[src/rtl/ws_retire_buf_if.sv]
// Bundle of the MEM->WB handshake, register-file write port, exception report
// and debug trace signals of the writeback retire buffer.
interface ws_retire_buf_if #(
  parameter int DATA_W = 32,
  parameter int REG_AW = 5,
  parameter int PC_W   = 32
);
  localparam int BE_W = DATA_W / 8;

  // MEM->WB: an instruction transfers on a cycle where ms_to_ws_valid && ws_allowin;
  // MEM holds its fields stable while valid is high and not yet accepted.
  logic                   ms_to_ws_valid;
  logic                   ws_allowin;
  logic [PC_W-1:0]        ms_pc;
  logic                   ms_gr_we;
  logic [BE_W-1:0]        ms_rf_be;
  logic [REG_AW-1:0]      ms_dest;
  logic [DATA_W-1:0]      ms_result;
  logic                   ms_ex;

  logic                   rf_ready;
  logic [BE_W-1:0]        rf_we;
  logic [REG_AW-1:0]      rf_waddr;
  logic [DATA_W-1:0]      rf_wdata;

  logic                   ws_ex;
  logic [PC_W-1:0]        ws_ex_pc;
  logic [2**REG_AW-1:0]   pend_mask;

  logic [PC_W-1:0]        debug_wb_pc;
  logic [BE_W-1:0]        debug_wb_rf_wen;
  logic [REG_AW-1:0]      debug_wb_rf_wnum;
  logic [DATA_W-1:0]      debug_wb_rf_wdata;

  modport master (
    output ms_to_ws_valid, ms_pc, ms_gr_we, ms_rf_be, ms_dest, ms_result, ms_ex, rf_ready,
    input  ws_allowin, rf_we, rf_waddr, rf_wdata, ws_ex, ws_ex_pc, pend_mask,
    input  debug_wb_pc, debug_wb_rf_wen, debug_wb_rf_wnum, debug_wb_rf_wdata
  );

  modport slave (
    input  ms_to_ws_valid, ms_pc, ms_gr_we, ms_rf_be, ms_dest, ms_result, ms_ex, rf_ready,
    output ws_allowin, rf_we, rf_waddr, rf_wdata, ws_ex, ws_ex_pc, pend_mask,
    output debug_wb_pc, debug_wb_rf_wen, debug_wb_rf_wnum, debug_wb_rf_wdata
  );
endinterface

[src/rtl/ws_retire_buf.sv]
// Writeback stage with an in-order retire buffer in front of a stallable
// register-file write port; an excepting head retires at once and flushes.
module ws_retire_buf #(
  parameter int DATA_W = 32,
  parameter int REG_AW = 5,
  parameter int PC_W   = 32,
  parameter int DEPTH  = 4
) (
  input  logic        clk,
  input  logic        reset,
  ws_retire_buf_if.slave bus
);
  localparam int BE_W  = DATA_W / 8;
  localparam int PTR_W = $clog2(DEPTH);
  localparam int CNT_W = PTR_W + 1;
  localparam logic [CNT_W-1:0] CNT_FULL = CNT_W'(DEPTH);

  logic [PC_W-1:0]   r_pc     [DEPTH];
  logic              r_gr_we  [DEPTH];
  logic [BE_W-1:0]   r_be     [DEPTH];
  logic [REG_AW-1:0] r_dest   [DEPTH];
  logic [DATA_W-1:0] r_result [DEPTH];
  logic              r_ex     [DEPTH];

  logic [PTR_W-1:0]  r_head;
  logic [PTR_W-1:0]  r_tail;
  logic [CNT_W-1:0]  r_count;

  logic                 w_head_valid;
  logic                 w_head_ex;
  logic                 w_flush;
  logic                 w_retire;
  logic                 w_push;
  logic                 w_allowin;
  logic [BE_W-1:0]      w_rf_we;
  logic [2**REG_AW-1:0] w_pend_mask;

  assign w_head_valid = (r_count != '0);
  assign w_head_ex    = w_head_valid && r_ex[r_head];
  // An excepting head does not wait for the port, so it always flushes this cycle.
  assign w_flush      = w_head_ex;
  assign w_retire     = w_head_valid && (bus.rf_ready || r_ex[r_head]);
  assign w_allowin    = (r_count < CNT_FULL) && !w_flush;
  assign w_push       = bus.ms_to_ws_valid && w_allowin;

  assign w_rf_we = (w_retire && !r_ex[r_head] && r_gr_we[r_head] && (r_dest[r_head] != '0))
                   ? r_be[r_head] : '0;

  always_comb begin
    w_pend_mask = '0;
    for (int i = 0; i < DEPTH; i++) begin
      if ((CNT_W'(i) < r_count) && r_gr_we[PTR_W'(r_head + PTR_W'(i))]
          && (r_dest[PTR_W'(r_head + PTR_W'(i))] != '0))
        w_pend_mask[r_dest[PTR_W'(r_head + PTR_W'(i))]] = 1'b1;
    end
  end

  always_ff @(posedge clk) begin
    if (reset) begin
      r_head  <= '0;
      r_tail  <= '0;
      r_count <= '0;
    end else if (w_flush) begin
      r_head  <= '0;
      r_tail  <= '0;
      r_count <= '0;
    end else begin
      if (w_push)   r_tail <= r_tail + 1'b1;
      if (w_retire) r_head <= r_head + 1'b1;
      if (w_push && !w_retire)      r_count <= r_count + 1'b1;
      else if (!w_push && w_retire) r_count <= r_count - 1'b1;
    end
  end

  // Entry storage carries no reset; validity comes only from the count.
  always_ff @(posedge clk) begin
    if (w_push) begin
      r_pc[r_tail]     <= bus.ms_pc;
      r_gr_we[r_tail]  <= bus.ms_gr_we;
      r_be[r_tail]     <= bus.ms_rf_be;
      r_dest[r_tail]   <= bus.ms_dest;
      r_result[r_tail] <= bus.ms_result;
      r_ex[r_tail]     <= bus.ms_ex;
    end
  end

  assign bus.ws_allowin        = w_allowin;
  assign bus.rf_we             = w_rf_we;
  assign bus.rf_waddr          = w_head_valid ? r_dest[r_head]   : '0;
  assign bus.rf_wdata          = w_head_valid ? r_result[r_head] : '0;
  assign bus.ws_ex             = w_flush;
  assign bus.ws_ex_pc          = w_head_valid ? r_pc[r_head]     : '0;
  assign bus.pend_mask         = w_pend_mask;
  assign bus.debug_wb_pc       = w_head_valid ? r_pc[r_head]     : '0;
  assign bus.debug_wb_rf_wen   = w_rf_we;
  assign bus.debug_wb_rf_wnum  = bus.rf_waddr;
  assign bus.debug_wb_rf_wdata = bus.rf_wdata;
endmodule

[src/flat_wrapper.sv]
// flat-port wrapper written by rule: the top's interface ports become plain ports
module ws_retire_buf_flat 
#(
  parameter int DATA_W = 32,
  parameter int REG_AW = 5,
  parameter int PC_W   = 32,
  parameter int DEPTH  = 4
)
  (clk, reset, bus_ms_to_ws_valid, bus_ms_pc, bus_ms_gr_we, bus_ms_rf_be, bus_ms_dest, bus_ms_result, bus_ms_ex, bus_rf_ready, bus_ws_allowin, bus_rf_we, bus_rf_waddr, bus_rf_wdata, bus_ws_ex, bus_ws_ex_pc, bus_pend_mask, bus_debug_wb_pc, bus_debug_wb_rf_wen, bus_debug_wb_rf_wnum, bus_debug_wb_rf_wdata);
  ws_retire_buf_if #(.DATA_W(DATA_W), .REG_AW(REG_AW), .PC_W(PC_W)) bus_i ();
  input  logic clk;
  input  logic reset;
  input wire logic [$bits(bus_i.ms_to_ws_valid)-1:0] bus_ms_to_ws_valid;
  input wire logic [$bits(bus_i.ms_pc)-1:0] bus_ms_pc;
  input wire logic [$bits(bus_i.ms_gr_we)-1:0] bus_ms_gr_we;
  input wire logic [$bits(bus_i.ms_rf_be)-1:0] bus_ms_rf_be;
  input wire logic [$bits(bus_i.ms_dest)-1:0] bus_ms_dest;
  input wire logic [$bits(bus_i.ms_result)-1:0] bus_ms_result;
  input wire logic [$bits(bus_i.ms_ex)-1:0] bus_ms_ex;
  input wire logic [$bits(bus_i.rf_ready)-1:0] bus_rf_ready;
  output wire logic [$bits(bus_i.ws_allowin)-1:0] bus_ws_allowin;
  output wire logic [$bits(bus_i.rf_we)-1:0] bus_rf_we;
  output wire logic [$bits(bus_i.rf_waddr)-1:0] bus_rf_waddr;
  output wire logic [$bits(bus_i.rf_wdata)-1:0] bus_rf_wdata;
  output wire logic [$bits(bus_i.ws_ex)-1:0] bus_ws_ex;
  output wire logic [$bits(bus_i.ws_ex_pc)-1:0] bus_ws_ex_pc;
  output wire logic [$bits(bus_i.pend_mask)-1:0] bus_pend_mask;
  output wire logic [$bits(bus_i.debug_wb_pc)-1:0] bus_debug_wb_pc;
  output wire logic [$bits(bus_i.debug_wb_rf_wen)-1:0] bus_debug_wb_rf_wen;
  output wire logic [$bits(bus_i.debug_wb_rf_wnum)-1:0] bus_debug_wb_rf_wnum;
  output wire logic [$bits(bus_i.debug_wb_rf_wdata)-1:0] bus_debug_wb_rf_wdata;
  assign bus_i.ms_to_ws_valid = bus_ms_to_ws_valid;
  assign bus_i.ms_pc = bus_ms_pc;
  assign bus_i.ms_gr_we = bus_ms_gr_we;
  assign bus_i.ms_rf_be = bus_ms_rf_be;
  assign bus_i.ms_dest = bus_ms_dest;
  assign bus_i.ms_result = bus_ms_result;
  assign bus_i.ms_ex = bus_ms_ex;
  assign bus_i.rf_ready = bus_rf_ready;
  assign bus_ws_allowin = bus_i.ws_allowin;
  assign bus_rf_we = bus_i.rf_we;
  assign bus_rf_waddr = bus_i.rf_waddr;
  assign bus_rf_wdata = bus_i.rf_wdata;
  assign bus_ws_ex = bus_i.ws_ex;
  assign bus_ws_ex_pc = bus_i.ws_ex_pc;
  assign bus_pend_mask = bus_i.pend_mask;
  assign bus_debug_wb_pc = bus_i.debug_wb_pc;
  assign bus_debug_wb_rf_wen = bus_i.debug_wb_rf_wen;
  assign bus_debug_wb_rf_wnum = bus_i.debug_wb_rf_wnum;
  assign bus_debug_wb_rf_wdata = bus_i.debug_wb_rf_wdata;
  ws_retire_buf #(.DATA_W(DATA_W), .REG_AW(REG_AW), .PC_W(PC_W), .DEPTH(DEPTH)) u_core (.clk(clk), .reset(reset), .bus(bus_i));
endmodule
[config.mk]
export PLATFORM = sky130hd
export DESIGN_NAME = ws_retire_buf_flat
export DESIGN_NICKNAME = d
export VERILOG_FILES = /design/src/rtl/ws_retire_buf_if.sv /design/src/rtl/ws_retire_buf.sv /design/src/flat_wrapper.sv
export SDC_FILE = /design/constraint.sdc
export NUM_CORES = 1
export LEC_CHECK = 0
export CAP_MARGIN = 10
export CORE_MARGIN = 3
export CORE_UTILIZATION = 57
export CTS_CLUSTER_DIAMETER = 60
export CTS_CLUSTER_SIZE = 30
export DETAILED_ROUTE_END_ITERATION = 8
export PLACE_DENSITY = 0.9
export SLEW_MARGIN = 20
export SYNTH_ARGS = -nofsm -noshare
export SYNTH_HDL_FRONTEND = slang
export SYNTH_SLANG_ARGS = --single-unit
[constraint.sdc]
create_clock -name clk -period 7.8 [get_ports clk]
set_clock_uncertainty 0.2 [all_clocks]
set_input_delay 1.56 -clock clk [delete_from_list [all_inputs] [get_ports clk]]
set_output_delay 1.56 -clock clk [all_outputs]
set_load 0.005 [all_outputs]
# ---- After elaboration in Yosys (flattened, before gate mapping)
# Memories as Yosys holds them, arrays and structs flattened. A register that Yosys moved wholly into a read port is not among the register bits.
# Cells that the tools add are included.
dict set report op_classes {
  n_addsub 6
  n_mul 0
  n_div 0
  order_cmp 13
  n_eq_ne 0
  n_shift 0
  muxes 32
  n_bitwise 3
  n_reduce_logical 33
}
# operator n
set op_table {}
lappend op_table {{32-bit two-way mux} 6}
lappend op_table {{32-bit OR} 3}
lappend op_table {{5-bit by 6-bit less-than comparator with 1-bit output (second input constant)} 4}
lappend op_table {{2-bit two-way mux} 12}
lappend op_table {{1-bit logical AND} 21}
lappend op_table {{1-bit demux with 5-bit select} 4}
lappend op_table {{5-bit by 1-bit greater-or-equal comparator with 1-bit output (second input constant)} 4}
lappend op_table {{5-bit nonzero test} 4}
lappend op_table {{1-bit by 3-bit less-than comparator with 1-bit output (first input constant)} 2}
lappend op_table {{2-bit by 3-bit less-than comparator with 1-bit output (first input constant)} 2}
lappend op_table {{1-bit two-way mux} 6}
lappend op_table {{3-bit two-way mux} 2}
lappend op_table {{5-bit two-way mux} 1}
lappend op_table {{2-bit by 1-bit adder with 2-bit output (second input constant)} 2}
lappend op_table {{2-bit adder (second input constant)} 2}
lappend op_table {{1-bit logical NOT} 4}
lappend op_table {{4-bit two-way mux} 1}
lappend op_table {{3-bit by 1-bit adder with 3-bit output (second input constant)} 1}
lappend op_table {{3-bit less-than comparator (second input constant)} 1}
lappend op_table {{3-bit nonzero test} 1}
lappend op_table {{3-bit by 1-bit subtractor with 3-bit output (second input constant)} 1}
lappend op_table {{2-bit nonzero test} 1}
lappend op_table {{2-bit OR reduction} 1}
lappend op_table {{1-bit logical OR} 1}
dict set report word_totals {
  register_bits 7
  latch_bits 0
  ramBits 300
  mem_bits_ro 0
  out_inout_bits 180
  elab_cells 96
  memories 6
}
# memory depth width rd rd_clocked_by_memory_dff wr line_no
set mem_list {}
lappend mem_list {u_core.r_pc 4 32 1 1 1 ws_retire_buf.sv:18} ;# logic [PC_W-1:0] r_pc [DEPTH];
lappend mem_list {u_core.r_result 4 32 1 1 1 ws_retire_buf.sv:22} ;# logic [DATA_W-1:0] r_result [DEPTH];
lappend mem_list {u_core.r_dest 4 5 4 1 1 ws_retire_buf.sv:21} ;# logic [REG_AW-1:0] r_dest [DEPTH];
lappend mem_list {u_core.r_be 4 4 1 1 1 ws_retire_buf.sv:20} ;# logic [BE_W-1:0] r_be [DEPTH];
lappend mem_list {u_core.r_ex 4 1 1 1 1 ws_retire_buf.sv:23} ;# logic r_ex [DEPTH];
lappend mem_list {u_core.r_gr_we 4 1 4 1 1 ws_retire_buf.sv:19} ;# logic r_gr_we [DEPTH];

# ---- Longest topological paths before layout
# An unclocked memory read counts as a cell.
dict set report logic_depth {
  depth_word 12
  ltp_mapped 11
  ltp_nobuf 10
}

# ---- Worst setup path after synthesis
# No wires, ideal clock.
dict set report synth_path {
  path_kind {input -> register}
  startpoint {input port bus_ms_to_ws_valid}
  endpoint {memory u_core.r_be[0][0] (netlist name) (enable)}
  setup_ns 0.441
  arrival_time_ns 3.840
  path_slack_ns 3.318
  path_stages 3
  cell_sequence {nor2b_1 > nor2b_1 > and2_1}
}
dict set report synth_between {
  elab_chain_cells 3
}
# item line_no
set synth_lines {}
lappend synth_lines {{start: declaration} flat_wrapper.sv:13} ;# input wire logic [$bits(bus_i.ms_to_ws_valid)-1:0] bus_ms_to_ws_valid;
lappend synth_lines {{1-bit logical AND} ws_retire_buf.sv:44} ;# assign w_push = bus.ms_to_ws_valid && w_allowin;
lappend synth_lines {{via u_core.w_push} ws_retire_buf.sv:33} ;# logic w_push;
lappend synth_lines {{1-bit two-way mux} ws_retire_buf.sv:77} ;# if (w_push) begin
lappend synth_lines {{1-bit two-way mux (not written as such)} ws_retire_buf.sv:80} ;# r_be[r_tail] <= bus.ms_rf_be;
lappend synth_lines {{end: declaration} ws_retire_buf.sv:20}
# The timed path passes the listed nets, and every way through them passes these cells.

# ---- Worst setup path after layout
dict set report layout_path {
  startpoint {register u_core.r_head[1]}
  endpoint {output port bus_pend_mask[16]}
}
dict set report layout_between {
  elab_chain_cells 12
}
# item line_no
set layout_lines {}
lappend layout_lines {{start: declaration} ws_retire_buf.sv:25} ;# logic [PTR_W-1:0] r_head;
lappend layout_lines {{start signal: assignment} ws_retire_buf.sv:69} ;# if (w_retire) r_head <= r_head + 1'b1;
lappend layout_lines {{2-bit by 1-bit adder with 2-bit output} {ws_retire_buf.sv:52, ws_retire_buf.sv:53, ws_retire_buf.sv:54}}
lappend layout_lines {{memory read 4 x 5 bit} --}
lappend layout_lines {{5-bit by 6-bit less-than comparator with 1-bit output (not written as such) or 5-bit by 1-bit greater-or-equal comparator with 1-bit output (tied branches)} ws_retire_buf.sv:54} ;# w_pend_mask[r_dest[PTR_W'(r_head + PTR_W'(i))]] = 1'b1;
lappend layout_lines {{1-bit logical AND (not written as such)} ws_retire_buf.sv:54}
lappend layout_lines {{1-bit two-way mux (not written as such)} ws_retire_buf.sv:54}
lappend layout_lines {{1-bit demux with 5-bit select} --}
lappend layout_lines {{32-bit OR (no line)} --}
lappend layout_lines {{32-bit two-way mux} ws_retire_buf.sv:52} ;# if ((CNT_W'(i) < r_count) && r_gr_we[PTR_W'(r_head + PTR_W'(i))]
lappend layout_lines {{32-bit OR (no line)} --}
lappend layout_lines {{32-bit two-way mux} ws_retire_buf.sv:52}
lappend layout_lines {{32-bit OR (no line)} --}
lappend layout_lines {{32-bit two-way mux (*)} ws_retire_buf.sv:52}
lappend layout_lines {{end: declaration} flat_wrapper.sv:27} ;# output wire logic [$bits(bus_i.pend_mask)-1:0] bus_pend_mask;
# Mark *: on every way between the ends. The rest lies on a longest branch, timed or not.

==> flow_summary.yaml <==
cells_and_area:
  drive_gt1_share_pct: 16.12
  final_cells: 1325
  layout_common_cells: "300 x edfxtp_1, 257 x clkdlybuf4s50_1, 88 x mux4_2, 70 x and2_1, 38 x nand2_1"
  finalInstanceArea_sq_um: 17030
  nFillCells: 1466
  final_util_pct: 71.47
  area_growth_pct: 21.38
  fin_nets: 1083
  final_common_cell: "edfxtp_1"
synthesis:
  synth.ff_latch_count: 309
  yosys_warnings: 0
  synth_nets: 904
  synth.top_cell.area_share_pct: 64.23
  synthFlopType: "edfxtp_1"
  seq_area_frac_synth_pct: 65.51
  syn_avg_cell_area_sq_um: 17.19
  synth_area_sq_um: 14030
  ys_top_cells_by_area: "edfxtp_1 64%, mux4_2 14%, buf_4 4.1%"
  synthArstFlopShare_pct: 0
  synth_edf_count: 300
  synth_cell_type_count: 51
  synth_top_cell_by_area: "edfxtp_1"
  netlist_instances: 816
routing:
  m1WireLength_um: 12290
  dr.first_iter.drc_count: 829
  via_count: 7999
  antenna_left: 0
  detail_route.first_pass.iterations: 7
  drc: 0
  dr_wl_met2_um: 16280
  top_layer_used: "met5"
  post_drt_wl_per_cell_um: 24.00
  vias_per_cell: 6.037
  drt_wl_total_um: 31800
  route.met3.wl_um: 2560
floorplan:
  core_sq_um: 23820
  start_util_pct: 58.88
  dieArea_sq_um: 26530
  fp-row-count: 56
  die_h_um: 162.9
  ios: 259
  die_x_um: 162.9
power:
  total_leakage_power_uw: 0.005339
  pwr-share-clk_pct: 18.6
  swShare_pct: 31.40
  switchingPower_uw: 1790
  p_int_uw: 3909
  peakVddDrop_v: 0.0003261
  p_seq_share_pct: 39.1
  pwr-share-comb_pct: 42.3
  pwr_density_cell_nw_per_um2: 334.8
  power_uw: 5699
sta:
  fin_crit_sh_pct: 71.54
  relSlewSlack_pct: 15.02
  rsz0062_at_grt: "false"
  hold_viol: 0
  worst_pin_slew_ns: 1.265
  fin_tns_setup_ns: 0
  slew_violations: 0
  setup_violations: 0
  period_minus_slack_ns: 5.580
  max_freq_ghz: 0.1792
worst_setup_path:
  reg2reg_slack_ns: 4.03
  critPathLaunchType: "flip-flop"
  worstSetupPathType: "flip-flop to output pin"
  crit_fanout: 18
  cp-end-kind: "output pin"
  cp.arrival_ns: 3.82
  worst_ep_required_time_ns: 6.04
clocking:
  numCtsBuffers: 18
  cts_sinks: 309
  clk_pin_slew_worst_paths_ns: 0.10
  cts_root_buf: "clkbuf_16"
  cts_max_level: 1
  clockBufferDepth: 3
  post_cts_buffers: 0
  cts_hold_buffers: 0
  cts_resized: 0
  worstSkewPairLatency_ns: 0.51
  cts_tree: "built"
min_path:
  hold_path.class: "flip-flop to flip-flop"
flow_run:
  cap_violations: 0
global_route:
  grt_max_degree: 74
  grt-ovfl-total: 0
  grt_use_total_pct: 24.09
  antenna_found_initial: 2
  grt_pass1_vias: 8406
  grt_pass1_wl_um: 48990
placed_design:
  gp_congestion: 0.9518
  portBuffers: 257
  placedCellCount: 1293
  dpl.hpwl_um: 21650
  placed_area_sq_um: 16350
status:
  status: "completed"
path summary, 6_finish.rpt:
kind	from	end	cells past startpoint
max reg2reg	u_core.r_count[0]$_SDFFE_PP0P_	u_core.r_result[1][18]$_DFFE_PP_	7
max	u_core.r_head[1]$_SDFFE_PP0P_	bus_pend_mask[16]	7
min reg2reg	u_core.r_tail[0]$_SDFFE_PP0P_	u_core.r_tail[0]$_SDFFE_PP0P_	2
min	u_core.r_tail[0]$_SDFFE_PP0P_	u_core.r_tail[0]$_SDFFE_PP0P_	2
synthesized netlist by cell type (all sizes together) (10+ instances only):
master / count
nand2b: 16
nor2: 32
nand2: 38
nor3: 10
edfxtp: 300
mux2: 10
mux4: 88
a22oi: 21
clkbuf: 16
and2: 74
o21ai: 10
nor3b: 10
buf: 91
a222oi: 13
sequential cells by signal, indices dropped and copies added (netlist names), named ones only:
register / count
u_core.r_pc: 128
u_core.r_result: 128
u_core.r_gr_we: 4
u_core.r_be: 16
u_core.r_head: 2
u_core.r_dest: 20
u_core.r_count: 3
u_core.r_tail: 2
u_core.r_ex: 4
layout make-up:
cell class / count / area, sq um / share of cell area, %
Sequential cell: 309 / 9196 / 54.02
Timing Repair Buffer: 266 / 2660 / 15.62
Inverter: 7 / 26.28 / 0.1543
Clock inverter: 10 / 170.2 / 0.9995
Antenna cell: 1 / 2.502 / 0.01470
Tap cell: 319 / 399.1 / 2.344
Clock buffer: 20 / 479.2 / 2.815
Multi-Input combinational cell: 393 / 4091 / 24.03
metal layers:
metal / vias up / global-route usage, %
met5: - / 0
met4: 2 / 7.113
met3: 49 / 4.858
met2: 376 / 40.89
met1: 4070 / 32.01
li1: 3502 / -
worst max-delay path, stage by stage (launching register included):
cell	delay, ns
dfxtp_1	0.59
buf_4	0.37
mux2i_1	0.14
o22a_1	0.28
nor3_1	0.98
a22oi_1	0.25
o221ai_2	0.16
clkdlybuf4s50_1	0.55
power groups by stage:
| stage | combinational, uW | sequential, uW | clock [uW] |
|---|---|---|---|
| global placement | 2350 | 2280 | 0 |
| global route | 2590 | 2250 | 1140 |
| finish | 2410 | 2230 | 1060 |
| detailed placement | 2370 | 2310 | 0 |
| floorplan | 1460 | 2210 | 0 |
| CTS | 2390 | 2270 | 1080 |
cell families after synthesis:
family                     Yosys count  synth area share, %
AOI/OAI and AO/OA                   68                3.952
buffers and inverters              114                5.442
other                                1              0.02674
and+or+nand+nor                    202                8.145
DFF                                309                65.51
adders and majority gates            9               0.8029
muxes                              107                15.74
xor gates and xnor gates             6               0.3747
stage by stage:
stage               setup WS (ns)  hold slack, ns
detailed placement          2.566          0.3776
finish                      2.220          0.3895
floorplan                   3.318          0.3382
CTS                         2.269          0.3977
global route                2.109          0.4553
global placement            2.567          0.3606
No activity file was read; power rests on OpenSTA's default activity.
